===== src/rtl/fifo_rd_drain.sv =====
// Read-side drain for the async FIFO: pops on !r_empty, stages returned data in a 2-entry
// buffer, and presents it as a valid/ready stream. Optional stats under FIFO_RD_DRAIN_STATS_EN.
module fifo_rd_drain #(
    parameter int unsigned bus_width   = 8,
    parameter int unsigned STAGE_DEPTH = 2
) (
    input  logic                 r_clk,
    input  logic                 r_rst,
    input  logic                 flush,
    input  logic                 r_empty,
    input  logic [bus_width-1:0] r_data,
    output logic                 r_en,
    output logic                 m_valid,
    output logic [bus_width-1:0] m_data,
    input  logic                 m_ready,
    output logic [1:0]           occupancy
`ifdef FIFO_RD_DRAIN_STATS_EN
    ,
    output logic [15:0]          beat_cnt,
    output logic [0:0]           stall_seen
`endif
);

    logic [bus_width-1:0] stage_q [STAGE_DEPTH];
    logic [1:0]           occ_q, occ_d;
    logic                 infl_q;
    logic                 wr_ptr_q, rd_ptr_q;
    logic                 pop, cap;
    logic [2:0]           level;

    always_comb begin
        pop   = m_valid && m_ready;
        cap   = infl_q && !flush;
        // Slots committed after this edge: staged + arriving - leaving.
        level = {1'b0, occ_q} + {2'b00, infl_q} - {2'b00, pop};
        r_en  = r_rst && !r_empty && !flush && (level < 3'd2);
        occ_d = flush ? 2'd0 : (occ_q + {1'b0, cap} - {1'b0, pop});
    end

    always_ff @(posedge r_clk or negedge r_rst) begin
        if (!r_rst) begin
            for (int i = 0; i < STAGE_DEPTH; i++) stage_q[i] <= '0;
            occ_q    <= 2'd0;
            infl_q   <= 1'b0;
            wr_ptr_q <= 1'b0;
            rd_ptr_q <= 1'b0;
        end else begin
            infl_q <= r_en;
            occ_q  <= occ_d;
            if (flush) begin
                wr_ptr_q <= 1'b0;
                rd_ptr_q <= 1'b0;
            end else begin
                if (cap) begin
                    stage_q[wr_ptr_q] <= r_data;
                    wr_ptr_q          <= ~wr_ptr_q;
                end
                if (pop) rd_ptr_q <= ~rd_ptr_q;
            end
        end
    end

    assign m_valid   = (occ_q != 2'd0);
    assign m_data    = stage_q[rd_ptr_q];
    assign occupancy = occ_q;

`ifdef FIFO_RD_DRAIN_STATS_EN
    logic [15:0] beat_cnt_q;
    logic        stall_q;

    // Counts every accepted beat; flush does not reset statistics.
    always_ff @(posedge r_clk or negedge r_rst) begin
        if (!r_rst) begin
            beat_cnt_q <= 16'd0;
            stall_q    <= 1'b0;
        end else begin
            if (pop) beat_cnt_q <= beat_cnt_q + 16'd1;
            if (m_valid && !m_ready) stall_q <= 1'b1;
        end
    end

    assign beat_cnt   = beat_cnt_q;
    assign stall_seen = stall_q;
`endif

    occ_bound: assert property (@(posedge r_clk) disable iff (!r_rst) occ_q <= 2'd2);

endmodule


===== config.mk =====
export PLATFORM = sky130hd
export DESIGN_NAME = fifo_rd_drain
export DESIGN_NICKNAME = d
export VERILOG_FILES = /design/src/rtl/fifo_rd_drain.sv
export SDC_FILE = /design/constraint.sdc
export NUM_CORES = 1
export LEC_CHECK = 0
export CAP_MARGIN = 20
export CORE_MARGIN = 2
export CORE_UTILIZATION = 51
export DETAILED_ROUTE_END_ITERATION = 10
export GPL_ROUTABILITY_DRIVEN = 0
export MAX_ROUTING_LAYER = met4
export PLACE_DENSITY_LB_ADDON = 0.2
export SYNTH_ARGS = -nofsm -noshare
export SYNTH_HDL_FRONTEND = slang
export SYNTH_SLANG_ARGS = --single-unit

===== constraint.sdc =====
create_clock -name r_clk -period 2.87 [get_ports r_clk]
set_input_delay 0.287 -clock r_clk [delete_from_list [all_inputs] [get_ports r_clk]]
set_output_delay 0.287 -clock r_clk [all_outputs]
set_load 0.02 [all_outputs]

**Word level (Yosys, flattened, before mapping)**

Index checks and enable logic that the tools add are counted.

- Add/subtract/negate cells: 4
- $mul: 0
- Div/mod/pow operators: 0
- Magnitude comparators: 4
- Equal/unequal tests: 0
- Shift operators: 0
- Muxes and demuxes: 11
- Bitwise operators: 5
- Reductions and logical operators: 12

Operator list:

| cell | count |
|---|---|
| $mux 8 | 4 |
| $bwmux 16 | 1 |
| $demux 8 s1 | 1 |
| $logic_and 1x1->1 | 6 |
| $reduce_bool 2->1 | 3 |
| $ge 2x2->1 const B | 2 |
| $mux 1 | 4 |
| $not 1->2 | 2 |
| $add 2x1->3 | 1 |
| $lt 3x2->1 const B | 1 |
| $not 1->1 | 3 |
| $sub 3x1->3 | 1 |
| $add 2x1->2 | 1 |
| $logic_not 1->1 | 2 |
| $lt 2x1->1 const B | 1 |
| $mux 2 | 1 |
| $reduce_and 2->1 | 1 |
| $sub 2x1->2 | 1 |

- Bits in registers: 21
- Bits in latches: 0
- Memory bits (writable): 0
- ROM bits: 0
- Bits of input ports: 13
- Word-level logic and storage cells: 42
- Memories: 0

**Depth between registers and ports, before layout**

Gate-level depths: netlist of run 1.

- Depth in word-level cells: 6
- Gate-level depth with buffers: 7
- Gate-level depth less buffers: 6

**Worst setup path before layout of run 1**

OpenSTA, ideal clock, no wires.

- Path kind: reg2out
- Start: register occ_q[1] (netlist: occupancy[1])
- End: output r_en
- Data arrival time: 2.179 ns
- Required time: 2.583 ns
- Slack: 0.404 ns
- Stages on the path, launching flop included: 6
- Cells stage by stage: dfrtp_1 > o21a_1 > and2b_1 > fa_1 > nand2_1 > nor4_1

- Longest elaborated chain between the ends: 5
- Elaborated cells on any way between the ends: 6

RTL lines:

| item | line | RTL |
|---|---|---|
| from (decl) | 25 | `logic [1:0] occ_q, occ_d;` |
| from (signal assigned) | 43 | `occ_q <= 2'd0;` |
| from (signal assigned) | 49 | `occ_q <= occ_d;` |
| parallel branches: the longest is 2 deep, another holds $add 2x1->3 | -- |  |
| $sub 3x1->3 * | 35 | `level = {1'b0, occ_q} + {2'b00, infl_q} - {2'b00, pop};` |
| $lt 3x2->1 * | 36 | `r_en = r_rst && !r_empty && !flush && (level < 3'd2);` |
| $logic_and 1x1->1 * | 36 |  |
| to (decl) | 12 | `output logic r_en,` |

Mark *: on every way between the ends.

**Worst setup path in the final report of run 1**

Ends and elaborated chain as after synthesis.

==> results of run 1 <==
## Yosys cell counts
| cell | count |
|---|---|
| and2b_1 | 1 |
| buf_2 | 1 |
| clkbuf_1 | 1 |
| dfrtp_1 | 21 |
| fa_1 | 1 |
| ha_1 | 2 |
| inv_1 | 1 |
| mux2_2 | 25 |
| nand2_1 | 2 |
| nand2b_1 | 1 |
| nand3b_1 | 1 |
| nor2_1 | 3 |
| nor2b_1 | 2 |
| nor3b_4 | 1 |
| nor4_1 | 1 |
| o21a_1 | 1 |
| or2_2 | 1 |
| xnor2_1 | 1 |
| xnor3_1 | 1 |
| xor2_1 | 2 |
## registers in the layout, indices dropped and copies added, names as in the netlist
| name | flops |
|---|---|
| rd_ptr_q | 1 |
| occupancy | 2 |
| stage_q | 16 |
| infl_q | 1 |
| wr_ptr_q | 1 |
## cell families after synthesis
family | Yosys count | share of synthesized area, %
compound gates | 1 | 0.747
xor+xnor | 4 | 4.86
fa+ha+maj | 3 | 4.48
buf+inv | 3 | 1.24
flops | 21 | 52.3
mux | 25 | 28.0
simple gates | 13 | 8.35
## report_power, final
part | leakage, nW | internal (mW) | switching, mW | total [mW]
clock | 0.0177 | 0.0520 | 0.0850 | 0.137
combinational | 0.313 | 0.372 | 0.251 | 0.624
sequential | 0.274 | 0.409 | 0.0835 | 0.492
total | 0.604 | 0.833 | 0.420 | 1.25
## routing by layer
layer  vias to the layer above  global-route usage [%]  share of wire (%)  wire length (um)
li1                        301                       -                  -                 -
met1                       324                    19.8                 41               720
met2                        14                    31.0                 54               942
met3                         4                    5.86                3.7                65
met4                         0                    7.62                1.5                27
met5                         -                       -                  0                 0
## area by class of cell
cell class              count  share of cell area [%]
flip-flops and latches     21                    40.1
inverters                   1                   0.286
clock buffers               3                    1.72
repair buffers             26                    19.4
well taps                  27                    2.58
clock inverters             1                   0.382
multi-input cells          46                    35.6
## worst register-to-register path: stages (launching register included)
cell	delay (ns)
dfrtp_1	0.47
o21a_1	0.21
and2b_1	0.18
fa_1	0.51
nand2_1	0.05
nor4_1	0.28
## final timing paths
check / from / endpoint / slack [ns]
worst max-delay path: occupancy[1] / r_en / 0.21
min in group r_clk: stage_q[12] / stage_q[12] / 0.51
max in group asynchronous: r_rst / stage_q[15] / 2.32
worst min register to register: stage_q[12] / stage_q[12] / 0.51
worst min-delay path: r_rst / stage_q[11] / 0.34
worst max register to register: occupancy[1] / infl_q / 1.06
## timing repair
item                                    in CTS  in global routing
gates resized for setup                      1                  0
hold endpoints to repair                     0                  0
endpoints found under the setup margin       1                  0
==> results.md, run 1 <==
- Outcome: completed
- Endpoint class of the critical path: primary output
- Transition time at the pin with the least slew margin: ~0.49 ns
- Sum of overflow across all layers after global routing: 0
- Final layout net count: 115
- Total number of cells along the worst setup path: 6
- Required time of the critical path: 2.58 ns
- Count of clock tree sinks: 21
- Hold_buf cts: 0
- Leading cell types in the layout, fill and taps excluded: mux2_2, clkdlybuf4s50_1, dfrtp_1
- Worst-skew pair later-pin latency: 0.30 ns
- Library cell with the largest summed area after synthesis: dfrtp_1
- First-pass GRT wire length: 3.13 mm
- Area added between synthesis and finish: 30.5%
- Leading post-synthesis cells by cell area: dfrtp_1, mux2_2, ha_1
- Worst Setup Slack post-DPL: roughly 0.0094 ns
- Number of buffers on the longest clock path: 2
- Final core utilization: between 60% and 70%
- Slew margin rel.: just under 70%
- PwrDens: between 900 and 1000 nW/um2
- Chip Height: 48.4 um
- Post-placement cell count: 121
- Vias in the first global route: slightly above 700
- Number of distinct library cells after synthesis: 20
- Post-CTS setup repair buffer count: 0
- Family of cells with the greatest summed delay on the critical path: simple AND/OR/NAND/NOR gates
- Dpl cell area: 1280 um2
- Final-report hold violation count: 0
- Core Footprint: about 1900 um2
- Count of input and output buffers: 24
- Final-layout setup total negative slack: 0 ns
- Critical path buffer and inverter count: 1
- Drt initial violations: 2
- Final instance count without filler cells: approximately 130
- Antenna-violating nets left: 0
- Leading cell type in the layout, fill and taps excluded: mux2_2
- Fraction of the yosys area taken by sequential cells: 52.3%
- Total die area: 2340 um2
- Clock tree root buffer cell: clkbuf_4
- Synthesized cell area: 1000 um2
- Number of vias after detailed routing: 643
- TritonCTS clock tree: yes
- Share of post-route cells with drive strength above 1: 33.7%
- Total power after layout: about 1.3 mW
- Cell with the largest stage delay on the worst path: fa_1
- IR Drop Worst-Case VDD: slightly above 500 uV
- Fraction of synthesized cell area taken by the top area cell type: 52.3%
- Syn avg cell area: 14.4 um2
- Initial antenna violation count: 0
- Clock transition at the registers of the reported paths: 0.11 ns
- Number of cells on the worst reg-to-reg path: 5
- Static Leakage: 0.604 nW
- Vias per cell: 5.14
- DRC: 0
- Gr usage total: 18.2%
- Max-capacitance violation count: 0
- Kind of critical path: register to primary output
- Routed wire length: 1.76 mm
- Nature of the critical path startpoint: register
- Maximum fanout along the worst path: 6
- Ordered cell list for the critical path: o21a_1, and2b_1, fa_1, nand2_1, nor4_1, dlygate4sd2_1
- Boundary Pins: 25
- Unrepaired setup endpoints after global routing: no
- Final non-filler cell area: 1310 um2
- Diodes inserted: 0
- Width of the chip: just under 50 um
- Synthesized net count: 86
- Largest net degree at the start of global routing: 22
- Average routed wire per standard cell: 14.0 um
- Sequential standard cell area: 526 um2
- Effective utilization at floorplan: 52.8%
- Worst setup skew after layout: 0.00621 ns
- Number of buffers inserted during clock tree synthesis: 3
- Min Tclk post-route: ~2.7 ns
- Number of cells produced by synthesis: 70
- Worst hold-check path type: primary input to async pin
- Yosys Warn Count: 0
- Period utilization: approximately 93%
- Critical path data arrival time: 2.38 ns
- Final hold slack: about 0.34 ns
- H-Tree Depth: 1
- Seq cells post-synth: 21
- Max Clock Freq: approximately 0.38 GHz
- Floorplan row count: 16
- Crit path setup slack, layout: 0.208 ns
- Post-detailed-placement half-perimeter wirelength: 1.30 mm
- Number of setup violations in the final report: 0
- Slew Viols, Final: 0
- Multi-input logic area: 467 um2
- Largest stage delay on the critical path: 0.51 ns
- Number of inserted filler cells in the final layout: 137
- Initial DRT Pass Iterations: 2
(Power assumes the default switching activity.)
==> run 2: changes to the inputs <==
--- a/config.mk
+++ b/config.mk
@@ -6,12 +6,12 @@
 export NUM_CORES = 1
 export LEC_CHECK = 0
 export CAP_MARGIN = 20
-export CORE_MARGIN = 2
+export CORE_MARGIN = 10
 export CORE_UTILIZATION = 51
 export DETAILED_ROUTE_END_ITERATION = 10
 export GPL_ROUTABILITY_DRIVEN = 0
 export MAX_ROUTING_LAYER = met4
-export PLACE_DENSITY_LB_ADDON = 0.2
+export PLACE_DENSITY = 0.82
 export SYNTH_ARGS = -nofsm -noshare
 export SYNTH_HDL_FRONTEND = slang
 export SYNTH_SLANG_ARGS = --single-unit
==> run 2 against run 1 <==
Net effect:
- register-to-register slack improved by 0.03 ns
- combinational power about the same
- first-iteration DRC count grew to 7.5 times the previous value
- utilization up 3.7 points
- cell area is 0.19% lower
- critical path depth is the same
- worst hold slack better by 0.010 ns
- power grew 0.18%
- via count fell by 0.93%
- largest cell class unchanged
==> results.md, run 2 (same netlist as run 1, synthesis figures left out) <==
- Chip Height: approximately 64 um
- Clock transition at the registers of the reported paths: 0.12 ns
- Ordered cell list for the critical path: o21a_1, and2b_1, fa_1, nand2_1, nor4_1, dlygate4sd2_1
- Number of inserted filler cells in the final layout: 132
- Effective utilization at floorplan: 55.8%
- Vias per cell: 5.18
- Gr usage total: 9.97%
- Antenna-violating nets left: 0
- Maximum fanout along the worst path: 6
- Family of cells with the greatest summed delay on the critical path: adder cells
- Number of vias after detailed routing: 637
- Hold_buf cts: 0
- Largest stage delay on the critical path: 0.50 ns
- TritonCTS clock tree: yes
- First-pass GRT wire length: roughly 3.3 mm
- Max-capacitance violation count: 0
- Min Tclk post-route: 2.64 ns
- Post-CTS setup repair buffer count: 0
- Max Clock Freq: ~0.38 GHz
- Average routed wire per standard cell: 15.4 um
- Worst hold-check path type: primary input to async pin
- Count of input and output buffers: 24
- Register name with the most flops: stage_q
- Leading cell type in the layout, fill and taps excluded: mux2_2
- Floorplan row count: 15
- Clock tree root buffer cell: clkbuf_4
- Final-layout setup total negative slack: 0 ns
- Final-report hold violation count: 0
- Initial DRT Pass Iterations: 2
- Leading cell types in the layout, fill and taps excluded: mux2_2, clkdlybuf4s50_1, dfrtp_1
- Count of clock tree sinks: 21
- Number of setup violations in the final report: 0
- Period utilization: 91.9%
- Vias in the first global route: 720
- Diodes inserted: 0
- Width of the chip: 64.4 um
- Final core utilization: between 70% and 80%
- Core Footprint: around 1800 um2
- Kind of critical path: register to primary output
- Final hold slack: around 0.35 ns
- Initial antenna violation count: 0
- IR Drop Worst-Case VDD: 549 uV
- Area added between synthesis and finish: 30.3%
- Endpoint class of the critical path: primary output
- Critical path data arrival time: 2.35 ns
- Post-CTS sizing: 1
- Number of buffers on the longest clock path: 2
- Unrepaired setup endpoints after global routing: no
- Required time of the critical path: 2.58 ns
- Outcome: completed
- H-Tree Depth: 1
- Largest net degree at the start of global routing: 22
- Worst setup skew after layout: ~0.00084 ns
- Cell with the largest stage delay on the worst path: fa_1
- Worst-skew pair later-pin latency: 0.29 ns
- Slew Viols, Final: 0
- Share of post-route cells with drive strength above 1: 33.7%
- Transition time at the pin with the least slew margin: 0.485 ns
- Final layout net count: about 120
- Drt initial violations: 15
- Nature of the critical path startpoint: register
- Number of buffers inserted during clock tree synthesis: 3
- Total die area: between 4000 and 5000 um2
- Post-detailed-placement half-perimeter wirelength: 1.46 mm
- Boundary Pins: 25
- Critical path buffer and inverter count: 1
- Slew margin rel.: 67.6%
- Sum of overflow across all layers after global routing: 0
- Static Leakage: approximately 0.6 nW
- Routed wire length: ~1.9 mm
- PwrDens: 959 nW/um2
- DRC: 0
- Max FFs per register: 16
==> run 2: cell counts in the layout (fill, tap and decap cells not counted) <==
Identical to the previous run, type by type.
==> run 2: final timing paths <==
check / start / end / slack (ns) / cells past startpoint
worst max-delay path: occupancy[1] / r_en / 0.23 / 6
min in group r_clk: stage_q[1] / stage_q[1] / 0.52 / 1
worst max register to register: occupancy[1] / infl_q / 1.09 / 5
max in group asynchronous: r_rst / stage_q[15] / 2.31 / 2
worst min register to register: stage_q[1] / stage_q[1] / 0.52 / 1
worst min-delay path: r_rst / infl_q / 0.35 / 2
==> run 2: final cells by class <==
class                   instances  area (um2)  share of cell area (%)
clock buffers                   3        22.5                    1.72
multi-input cells              46         467                    35.7
clock inverters                 1        5.00                   0.382
well taps                      25        31.3                    2.39
inverters                       1        3.75                   0.287
flip-flops and latches         21         526                    40.2
repair buffers                 26         254                    19.4
==> run 2: stage by stage <==
step | total power, mW | cell area, um2 | cells | setup slack [ns]
CTS | 1.28 | 1310 | 123 | 0.194
global placement | 1.11 | 1280 | 119 | 0.0856
floorplan | 0.869 | 1000 | 70 | 0.404
detailed placement | 1.14 | 1280 | 119 | 0.0278
finish | 1.26 | 1310 | 123 | 0.232
global route | 1.34 | 1310 | 123 | 0.0422
==> run 2: routing by layer <==
layer / up-vias / GRT usage [%] / wire, um
met2: 16 / 16.9 / 994
met1: 320 / 10.5 / 790
met4: 0 / 3.74 / 12
li1: 299 / - / -
met5: - / - / 0
met3: 2 / 3.31 / 100
==> run 2: where the power goes <==
group	switching, mW	leakage, nW	internal [mW]	total [mW]
clock network	0.0884	0.0177	0.0518	0.140
registers	0.0831	0.274	0.409	0.492
logic	0.253	0.313	0.371	0.623
total	0.424	0.604	0.831	1.26
